<file path="src/rtl/fetch_unit.sv">
// -----------------------------------------------------------------------------
// fetch_unit
//
// Instruction fetch front end. It owns the program counter and issues one
// instruction memory request at a time. It holds the returned instruction for
// decode until the controller lets the PC advance. A redirect (br_taken with
// enable_updatePC) that arrives while a request is still outstanding moves the
// PC immediately. The in-flight response is then drained and dropped, so the
// stale instruction never reaches decode.
//
// Ports
//   clk             in   pipeline clock, rising edge
//   rst             in   synchronous active-high reset
//   enable_updatePC in   controller permission to advance / redirect the PC
//   enable_fetch    in   controller permission to start a new fetch
//   br_taken        in   redirect qualifier: PC loads taddr instead of pc+1
//   taddr[15:0]     in   branch / jump target
//   imem_req        out  memory request, held until imem_ack
//   imem_addr[15:0] out  memory address, stable while imem_req is high
//   imem_ack        in   one-cycle response strobe
//   imem_rdata[15:0]in   instruction word, valid with imem_ack
//   pc[15:0]        out  current fetch PC
//   npc[15:0]       out  pc+1 (combinational, wraps modulo 2^16)
//   IMem_dout[15:0] out  captured instruction
//   instr_valid     out  IMem_dout holds an unconsumed instruction
//   complete_instr  out  one-cycle pulse when a fetch completes
// -----------------------------------------------------------------------------
module fetch_unit (
    input  logic        clk,
    input  logic        rst,
    input  logic        enable_updatePC,
    input  logic        enable_fetch,
    input  logic        br_taken,
    input  logic [15:0] taddr,
    output logic        imem_req,
    output logic [15:0] imem_addr,
    input  logic        imem_ack,
    input  logic [15:0] imem_rdata,
    output logic [15:0] pc,
    output logic [15:0] npc,
    output logic [15:0] IMem_dout,
    output logic        instr_valid,
    output logic        complete_instr
);

    localparam logic [15:0] RESET_PC = 16'h3000;

    typedef enum logic [1:0] {
        IDLE    = 2'd0,
        REQ     = 2'd1,
        HOLD    = 2'd2,
        DISCARD = 2'd3
    } state_t;

    state_t      state_q, state_d;
    logic [15:0] pc_q, pc_d;
    logic        imem_req_q, imem_req_d;
    logic [15:0] imem_addr_q, imem_addr_d;
    logic [15:0] dout_q, dout_d;
    logic        instr_valid_q, instr_valid_d;
    logic        complete_q, complete_d;

    logic [15:0] pc_inc;
    logic        redirect;

    // Natural 16-bit wrap gives the modulo-2^16 behaviour for FFFF -> 0000.
    assign pc_inc   = pc_q + 16'd1;
    assign redirect = enable_updatePC & br_taken;

    always_comb begin
        state_d       = state_q;
        pc_d          = pc_q;
        imem_req_d    = imem_req_q;
        imem_addr_d   = imem_addr_q;
        dout_d        = dout_q;
        instr_valid_d = instr_valid_q;
        complete_d    = 1'b0;

        case (state_q)
            IDLE: begin
                // Any ack seen here belongs to an abandoned request and is ignored.
                if (enable_updatePC) begin
                    pc_d = br_taken ? taddr : pc_inc;
                end
                if (enable_fetch) begin
                    imem_req_d  = 1'b1;
                    imem_addr_d = pc_q;
                    state_d     = REQ;
                end
            end

            REQ: begin
                if (imem_ack) begin
                    imem_req_d = 1'b0;
                    if (redirect) begin
                        // Response raced the redirect: it is for the old path.
                        pc_d    = taddr;
                        state_d = IDLE;
                    end else begin
                        dout_d        = imem_rdata;
                        instr_valid_d = 1'b1;
                        complete_d    = 1'b1;
                        state_d       = HOLD;
                    end
                end else if (redirect) begin
                    // Keep the request and its address stable until the memory
                    // answers, then throw the answer away.
                    pc_d    = taddr;
                    state_d = DISCARD;
                end
                // A plain advance (no br_taken) while fetching is ignored.
            end

            HOLD: begin
                if (enable_updatePC) begin
                    pc_d          = br_taken ? taddr : pc_inc;
                    instr_valid_d = 1'b0;
                    state_d       = IDLE;
                end
            end

            DISCARD: begin
                // A further redirect while draining still wins the PC.
                if (redirect) begin
                    pc_d = taddr;
                end
                if (imem_ack) begin
                    imem_req_d = 1'b0;
                    state_d    = IDLE;
                end
            end

            default: begin
                state_d = IDLE;
            end
        endcase
    end

    always_ff @(posedge clk) begin
        if (rst) begin
            state_q       <= IDLE;
            pc_q          <= RESET_PC;
            imem_req_q    <= 1'b0;
            imem_addr_q   <= RESET_PC;
            dout_q        <= 16'h0000;
            instr_valid_q <= 1'b0;
            complete_q    <= 1'b0;
        end else begin
            state_q       <= state_d;
            pc_q          <= pc_d;
            imem_req_q    <= imem_req_d;
            imem_addr_q   <= imem_addr_d;
            dout_q        <= dout_d;
            instr_valid_q <= instr_valid_d;
            complete_q    <= complete_d;
        end
    end

    assign pc             = pc_q;
    assign npc            = pc_inc;
    assign imem_req       = imem_req_q;
    assign imem_addr      = imem_addr_q;
    assign IMem_dout      = dout_q;
    assign instr_valid    = instr_valid_q;
    assign complete_instr = complete_q;

endmodule

</file>
<file path="config.mk">
export PLATFORM = sky130hd
export DESIGN_NAME = fetch_unit
export DESIGN_NICKNAME = d
export VERILOG_FILES = /design/src/rtl/fetch_unit.sv
export SDC_FILE = /design/constraint.sdc
export NUM_CORES = 1
export LEC_CHECK = 0
export CAP_MARGIN = 30
export CORE_UTILIZATION = 60
export DETAILED_ROUTE_END_ITERATION = 16
export DONT_BUFFER_PORTS = 1
export GPL_TIMING_DRIVEN = 0
export PLACE_DENSITY = 0.76
export SETUP_SLACK_MARGIN = 0.3
export SLEW_MARGIN = 10
export SYNTH_ARGS = -nofsm -noshare
export SYNTH_HDL_FRONTEND = slang
export SYNTH_SLANG_ARGS = --single-unit
export TNS_END_PERCENT = 50
</file>
<file path="constraint.sdc">
create_clock -name clk -period 4.2 [get_ports clk]
set_input_delay 0 -clock clk [delete_from_list [all_inputs] [get_ports clk]]
set_output_delay 0 -clock clk [all_outputs]
set_load 0.02 [all_outputs]
</file>
# Word level (Yosys, flattened, before mapping)
# Index checks and enable logic that the tools add are counted.
# word_totals
mem_bits_ro	0
latchBits	0
memories	0
input_bits	38
ram_bits	0
output_inout_bits	67
regBits	53
wordCells	55
# classes
magnitude_cmp	0
div	0
n_mux	19
shifts	0
bitwise_logic	4
multipliers	0
reduce_logical	12
n_addsub	1
n_eq_ne	12
# ops
cell	count
$mux 16	3
$pmux 16 s2	1
$add 16x1->16 const B	1
$mux 2	6
$ne 2x2->1 const B	5
$pmux 2 s4	1
$reduce_and 4->1	2
$mux 1	6
$ne 2x1->1 const B	3
$reduce_and 3->1	2
$eq 2x2->1 const B	2
$pmux 1 s2	2
$reduce_and 2->1	2
$reduce_bool 2->1	2
$reduce_or 2->1	2
$ne 3x3->1 const B	1
$not 1->1	3
$reduce_or 3->1	1
$eq 2x1->1 const B	1
$logic_not 2->1	1
$and 1x1->1	1

# Logic depth before layout (Yosys ltp)
# Gate-level depths: netlist of the first run.
# logic_depth
ltp_word	4
ltp_mapped	7
ltp_nobuf	5

# Worst setup path after synthesis of the first run
# Ideal clock, no wire load.
# synth_path
path_kind	flip-flop to flip-flop
start	reg pc_q[0], in the netlist pc[0]
end	reg pc_q[10], in the netlist pc[10]
required_ns	4.139
stages_incl_launch_ff	6
arrival_time_ns	1.865
synth_period_minus_slack_ns	1.926
path_slack_ns	2.274
path_cell_list	dfxtp_1 -> ha_1 -> nand3_2 -> nor3_2 -> xor2_1 -> o221a_1
# synth_between
elab_chain_len	4
# synth_lines
element	line_no	rtl
start, declared	56	logic [15:0] pc_q, pc_d;
start signal, assigned	150	pc_q <= pc_d;
$add 16x1->16	67	assign pc_inc = pc_q + 16'd1;
net npc[10]	40	output logic [15:0] npc,
$mux 16	83, 116	
$mux 16	82, 115	
$pmux 16 s2	79	case (state_q)
# The timed path passes the listed nets, and every way through them passes these cells. The select of a mux whose other input is x is not followed.
# A chain may end at the register's enable or synchronous reset.

# Final worst setup path of the first run
# layout_path
start	reg pc_q[0], in the netlist pc[0]
end	reg pc_q[12], in the netlist pc[12]
# layout_between
elab_chain_len	4
# layout_lines
element	line_no
$add 16x1->16	67
$mux 16	83, 116
$mux 16	82, 115
$pmux 16 s2	79
# No other way between the ends. The select of a mux whose other input is x is not followed.

==> flow_metrics.py, run 1 <==
metrics = {
    "worst_setup_path": {
        "crit_family": "flip-flops",
        "crit_type": "register to register",
        "path_buf_inv": 1,
        "worst-path-max-fanout": 8,
        "crit_chain": "ha_1 -> nand3_2 -> o31a_1 -> o21ai_1 -> nand3_1 -> dlygate4sd3_1",
        "cp_slowest_cell": "dfxtp_1",
        "crit_arrival_ns": 2.65,
        "worstPathRequired_ns": 4.40,
        "critPathMaxStageDelay_ns": 0.67,
        "worstSetupEndpointType": "register",
        "worstSetupStartpointType": "register",
    },
    "synth": {
        "syn_area_sq_mm": 0.00257,
        "avgSynthCellArea_sq_um": 8.64,
        "synthArstFlopShare_pct": 0,
        "synth.distinct_cells": 51,
        "synth_flop_cell": "dfxtp_1",
        "syn_nets": 336,
        "ys_warn_count": 0,
        "yosys_register_bits": 53,
        "synth_cells": 297,
        "synth_edf_count": 0,
        "yosysSeqAreaShare_pct": 41.3,
    },
    "route": {
        "totalWireLength_um": 6310,
        "drtPass1Iterations": 4,
        "via_count": 2271,
        "drtIter0Drc": 110,
        "viasPerCell": 5.84,
        "routedWlPerCell_um": 16.2,
        "ant_nets": 0,
        "drcViolationCount": 0,
    },
    "clock_network": {
        "insertion_delay_ns": 0.31,
        "numCtsBuffers": 5,
        "cts_root_buf": "clkbuf_8",
        "cts_tree": "built",
        "path_clk_slew_ns": 0.10,
        "htreeDepth": 2,
        "post_cts_resize_count": 0,
        "post_cts_buffers": 0,
        "holdBufCountCts": 34,
        "cts_buffer_depth": 2,
        "cts.sinks": 53,
    },
    "global_route": {
        "grt_max_degree": 19,
        "grt.overflow.total": 0,
        "grtUsageTotal_pct": 28.2,
        "antenna_found_initial": 0,
        "grt_pass1_vias": 2048,
        "grt_pass1_wl_um": 9600,
    },
    "layout": {
        "nets": 377,
        "syn_to_final_growth_pct": 19.3,
        "num_antenna_cells": 0,
        "drive_gt1_share_pct": 9.73,
    },
    "pwr": {
        "seqPwrFrac_pct": 55.6,
        "switching_power_mw": 0.347,
        "power_density_mw_per_mm2": 350,
        "power_mw": 1.07,
        "p_int_mw": 0.724,
        "power_frac_clock_pct": 27.7,
        "switching_share_pct": 32.4,
        "cellLeakagePower_nw": 1.14,
        "comb_power_share_pct": 16.7,
        "irDropWorstVdd_uv": 180,
    },
    "sta": {
        "final.min_clock_period_ns": 2.45,
        "rsz0062_at_grt": "false",
        "setup_viol": 0,
        "timing.hold.ws_ns": 0.0118,
        "tightest_slew_ns": 0.609,
        "final_max_slew_viol_count": 0,
        "fmaxAchievable_mhz": 408,
        "finClkSkew_ns": 0.00439,
        "period_share_pct": 58.3,
        "tns_ns": 0,
        "relSlewSlack_pct": 59.2,
        "finalHoldViolCount": 0,
    },
    "floorplanning": {
        "num_rows": 23,
        "die-height_um": 67.4,
        "die_area_sq_mm": 0.00454,
        "io_pins": 105,
        "start_util_pct": 63.3,
        "design.core.area_sq_mm": 0.00406,
        "die_w_um": 67.4,
    },
    "placement": {
        "dp_hpwl_um": 4360,
        "gp_congestion": 0.863,
        "port_buffers": 0,
    },
    "worst_hold_path": {
        "hold_path_class": "input port to register",
    },
    "status": {
        "status": "finished, final reports clean",
    },
    "flow_run": {
        "maxCapViolations": 0,
    },
}
[synthesized netlist by cell type, types with 4 or more instances]
cell / n / area, sq um
nor3_1: 4 / 20.0
a211oi_1: 4 / 30.0
xor2_1: 5 / 43.8
a21oi_1: 22 / 110
nor2_1: 31 / 116
dfxtp_1: 53 / 1060
mux2i_1: 18 / 180
o21ai_0: 6 / 30.0
xnor2_1: 9 / 78.8
nand2_1: 51 / 191
nand3b_1: 4 / 30.0
nand3_1: 7 / 35.0
clkbuf_1: 10 / 37.5
inv_1: 6 / 22.5
buf_2: 9 / 45.0
[area by class of cell]
| type | count | area (sq um) |
|---|---|---|
| Inverter | 7 | 26.3 |
| Clock inverter | 3 | 25.0 |
| Multi-Input combinational cell | 215 | 1360 |
| Buffer | 22 | 120 |
| Sequential cell | 53 | 1060 |
| Timing Repair Buffer | 34 | 340 |
| Fill cell | 300 | 993 |
| Tap cell | 50 | 62.6 |
| Clock buffer | 5 | 68.8 |
[registers in the layout, indices dropped and copies added (netlist names)]
register,cells
IMem_dout,16
imem_addr,16
pc,16
state_q,2
complete_instr,1
imem_req,1
instr_valid,1
[layout by cell type, fill, tap and decap left out, drive strengths merged, types with 2 or more instances in the layout]
cell	Yosys	layout
dfxtp	53	53
nand2	51	51
dlygate4sd3	0	34
nor2	31	31
a21oi	22	22
mux2i	18	18
clkbuf	10	15
buf	12	12
xnor2	9	9
o21ai	9	9
nand3	8	8
inv	7	8
nor3	7	7
xor2	5	5
nor4	5	5
a211oi	4	4
nand3b	4	4
nand4	4	4
or3	3	3
o22ai	3	3
a311oi	3	3
o21bai	3	3
nor3b	3	3
and3	2	2
a31oi	2	2
and2	2	2
o221a	2	2
[per-layer routing]
layer	global-route usage, %	vias to the layer above	share of wire, %
met5	0	-	0
met4	11.7	0	0.68
met3	8.78	5	8.8
met2	44.3	102	47
met1	35.7	1047	44
li1	-	1117	-
[power by group through the flow]
stage | logic (mW) | clock network [mW] | registers, mW
after floorplan | 0.127 | 0 | 0.597
after global placement | 0.149 | 0 | 0.606
after detailed placement | 0.151 | 0 | 0.607
after CTS | 0.177 | 0.305 | 0.595
after global routing | 0.197 | 0.322 | 0.600
final | 0.179 | 0.297 | 0.595
[logic make-up (layout without fill, tap and decap cells)]
logic type                 count (synthesis)  after routing  share of synthesized area (%)
xor gates and xnor gates                  14             14                           4.78
DFF                                       53             53                           41.3
muxes                                     18             18                           7.02
adders and majority gates                  1              1                          0.487
buffers and inverters                     29             71                           5.70
AOI/OAI and AO/OA                         57             57                           14.3
and+or+nand+nor                          125            125                           26.4
[path summary, 6_finish.rpt]
check / from / endpoint / slack [ns] / cells after the start
max: pc[0]$_SDFFE_PP0P_ / pc[12]$_SDFFE_PP1P_ / 1.75 / 6
min: enable_updatePC / complete_instr$_SDFF_PP0_ / 0.01 / 3
max reg2reg: pc[0]$_SDFFE_PP0P_ / pc[12]$_SDFFE_PP1P_ / 1.75 / 6
min reg2reg: state_q[1]$_SDFFE_PP0P_ / state_q[1]$_SDFFE_PP0P_ / 0.56 / 2
[per-stage QoR]
stage	setup WS [ns]	std cells	util, %	cell area, sq um
2_1_floorplan	2.27	297	-	2570
3_3_place_gp	2.02	347	64.8	2630
3_5_place_dp	1.97	347	64.8	2630
4_1_cts	1.82	389	75.5	3060
5_1_grt	1.64	389	75.5	3060
6_report	1.75	389	75.5	3060
[worst min-delay path: cells and delay by family]
kind                   cells  cell delay [ns]
AND/OR/NAND/NOR            2             0.16
buffers and inverters      1             0.12
Power figures use the tool's default switching activity.
==> inputs of run 2 (changes only) <==
--- a/config.mk
+++ b/config.mk
@@ -5,6 +5,7 @@
 export SDC_FILE = /design/constraint.sdc
 export NUM_CORES = 1
 export LEC_CHECK = 0
+export ABC_AREA = 1
 export CAP_MARGIN = 30
 export CORE_UTILIZATION = 60
 export DETAILED_ROUTE_END_ITERATION = 16
==> constraint.sdc (replaced) <==
create_clock -name clk -period 2.4 [get_ports clk]
set_input_delay 0 -clock clk [delete_from_list [all_inputs] [get_ports clk]]
set_output_delay 0 -clock clk [all_outputs]
set_load 0.02 [all_outputs]
==> flow_metrics.py, run 2 <==
metrics = {
    "route": {
        "drcViolationCount": 0,
        "ant_nets": 0,
        "routedWlPerCell_um": 15.7,
        "drtPass1Iterations": 4,
        "totalWireLength_um": 6940,
        "viasPerCell": 5.65,
        "drtIter0Drc": 145,
        "via_count": 2492,
    },
    "global_route": {
        "grt.overflow.total": 0,
        "grt_max_degree": 16,
        "antenna_found_initial": 0,
        "grtUsageTotal_pct": 31.9,
        "grt_pass1_vias": 2368,
        "grt_pass1_wl_um": 10600,
    },
    "worst_setup_path": {
        "worst-path-max-fanout": 6,
        "cp-endpoint": "npc[10]",
        "crit_arrival_ns": 1.89,
        "worstSetupStartpointType": "register",
        "reg2reg_slack_ns": 0.56,
        "worstReg2RegStart": "pc[1]$_SDFFE_PP0P_",
        "regToRegEndpoint": "pc[4]$_SDFFE_PP0P_",
        "crit_type": "register to primary output",
        "worstSetupEndpointType": "primary output",
        "cp_slowest_cell": "dfxtp_1",
        "worstRegToRegCells": 5,
        "startpoint": "pc[1]$_SDFFE_PP0P_",
        "critPathMaxStageDelay_ns": 0.57,
        "crit_chain": "ha_1 -> nand3_2 -> inv_2 -> nand2_2 -> o21ai_1 -> nand2_1",
        "worstPathRequired_ns": 2.40,
    },
    "synth": {
        "syn_area_sq_mm": 0.00251,
        "yosys_register_bits": 53,
        "yosysTopAreaCell": "dfxtp_1",
        "synthArstFlopShare_pct": 0,
        "synth_top_cell_area_share_pct": 42.3,
        "synth_cells": 346,
        "syn_nets": 385,
        "synth_most_common_cell": "nor2_1",
        "synth_area_leaders": "dfxtp_1 (42%), nor2_1 (9.3%), o21ai_0 (7.2%), nand2_1 (7.0%), inv_1 (4.0%)",
        "synth_flop_cell": "dfxtp_1",
        "ys_warn_count": 0,
        "synth.distinct_cells": 30,
        "synth.top_cells.by_count": "nor2_1 (62), dfxtp_1 (53), nand2_1 (47), o21ai_0 (36), inv_1 (27)",
        "synth_edf_count": 0,
        "avgSynthCellArea_sq_um": 7.24,
        "yosysSeqAreaShare_pct": 42.3,
    },
    "sta": {
        "tns_ns": 0,
        "period_share_pct": 78.8,
        "final.min_clock_period_ns": 1.89,
        "timing.hold.ws_ns": 0.0116,
        "fmaxAchievable_mhz": 529,
        "setup_viol": 0,
        "final_max_slew_viol_count": 0,
        "finClkSkew_ns": 0.00738,
        "fin_ws_ns": 0.510,
        "relSlewSlack_pct": 64.4,
        "rsz0062_at_grt": "false",
        "tightest_slew_ns": 0.533,
        "finalHoldViolCount": 0,
    },
    "layout": {
        "layout_common_cells": "nor2_1 (62), dfxtp_1 (53), nand2_1 (47), dlygate4sd3_1 (37), o21ai_0 (36)",
        "nets": 429,
        "drive_gt1_share_pct": 12.8,
        "final_common_cell": "nor2_1",
        "syn_to_final_growth_pct": 21.9,
        "fin_util_pct": 76.4,
        "final_cells": 441,
        "num_antenna_cells": 0,
        "fillCellCount": 299,
        "postLayoutCellArea_sq_mm": 0.00306,
        "seq_area_sq_mm": 0.00106,
        "multiInputGateArea_sq_mm": 0.00123,
    },
    "status": {
        "status": "finished, final reports clean",
    },
    "floorplanning": {
        "num_rows": 23,
        "io_pins": 105,
        "design.core.area_sq_mm": 0.00400,
        "die-height_um": 66.6,
        "die_area_sq_mm": 0.00444,
        "die_w_um": 66.6,
        "start_util_pct": 62.7,
    },
    "placement": {
        "pre_cts_slack_ns": 0.604,
        "port_buffers": 0,
        "dp_hpwl_um": 4730,
        "dp_cells": 396,
        "dpl_cell_area_sq_mm": 0.00257,
        "gp_congestion": 0.850,
    },
    "worst_hold_path": {
        "hold_path_class": "input port to register",
        "whs_path_depth": 4,
    },
    "pwr": {
        "irDropWorstVdd_uv": 636,
        "cellLeakagePower_nw": 1.35,
        "power_density_mw_per_mm2": 856,
        "power_mw": 2.62,
    },
    "clock_network": {
        "insertion_delay_ns": 0.31,
        "cts_buffer_depth": 2,
        "path_clk_slew_ns": 0.10,
        "cts_root_buf": "clkbuf_8",
        "post_cts_buffers": 0,
        "htreeDepth": 2,
        "cts.sinks": 53,
        "cts_tree": "built",
        "post_cts_resize_count": 0,
        "numCtsBuffers": 5,
    },
    "flow_run": {
        "maxCapViolations": 0,
    },
}
-- run 2: per-layer routing --
layer	vias to the layer above	GRT usage, %	share of wire, %
met4	0	14.9	1.9
met3	12	7.53	8.1
met5	-	0	0
li1	1211	-	-
met2	117	57.2	50
met1	1152	34.9	40
-- run 2: final cells by class --
class | count | share of cell area [%]
Inverter | 32 | 3.93
Clock inverter | 1 | 0.983
Multi-Input combinational cell | 246 | 40.4
Buffer | 15 | 2.99
Tap cell | 50 | 2.05
Clock buffer | 7 | 2.83
Sequential cell | 53 | 34.7
Timing Repair Buffer | 37 | 12.1
-- run 2: cells by family after synthesis --
logic type	Yosys count	share of synthesized area, %
xor gates and xnor gates	7	2.45
buffers and inverters	47	8.44
and+or+nand+nor	146	25.9
AOI/OAI and AO/OA	92	20.4
adders and majority gates	1	0.499
DFF	53	42.3
-- run 2: what timing repair did --
item / in CTS / in global routing
hold buffers: 37 / 0
setup endpoints to repair: 0 / 0
hold endpoints to repair: 36 / 0
-- run 2: how the worst min path moves through the flow --
stage	start	end
global route	br_taken	pc[15]$_SDFFE_PP0P_
floorplan	rst	imem_req$_SDFFE_PP0P_
global placement	rst	state_q[1]$_SDFFE_PP0P_
CTS	br_taken	pc[9]$_SDFFE_PP0P_
detailed placement	rst	imem_req$_SDFFE_PP0P_
finish	br_taken	pc[9]$_SDFFE_PP0P_
-- run 2: where the power goes --
part	switching [mW]	total (mW)	internal (mW)
clock	0.291	0.631	0.340
sequential	0.311	1.33	1.02
combinational	0.417	0.651	0.234
-- run 2: critical path, delay by kind of cell (launching register included) --
| kind | cells | cell delay, ns |
|---|---|---|
| flops | 1 | 0.57 |
| compound gates | 1 | 0.18 |
| simple gates | 3 | 0.41 |
| fa+ha+maj | 1 | 0.30 |
| buf+inv | 1 | 0.12 |
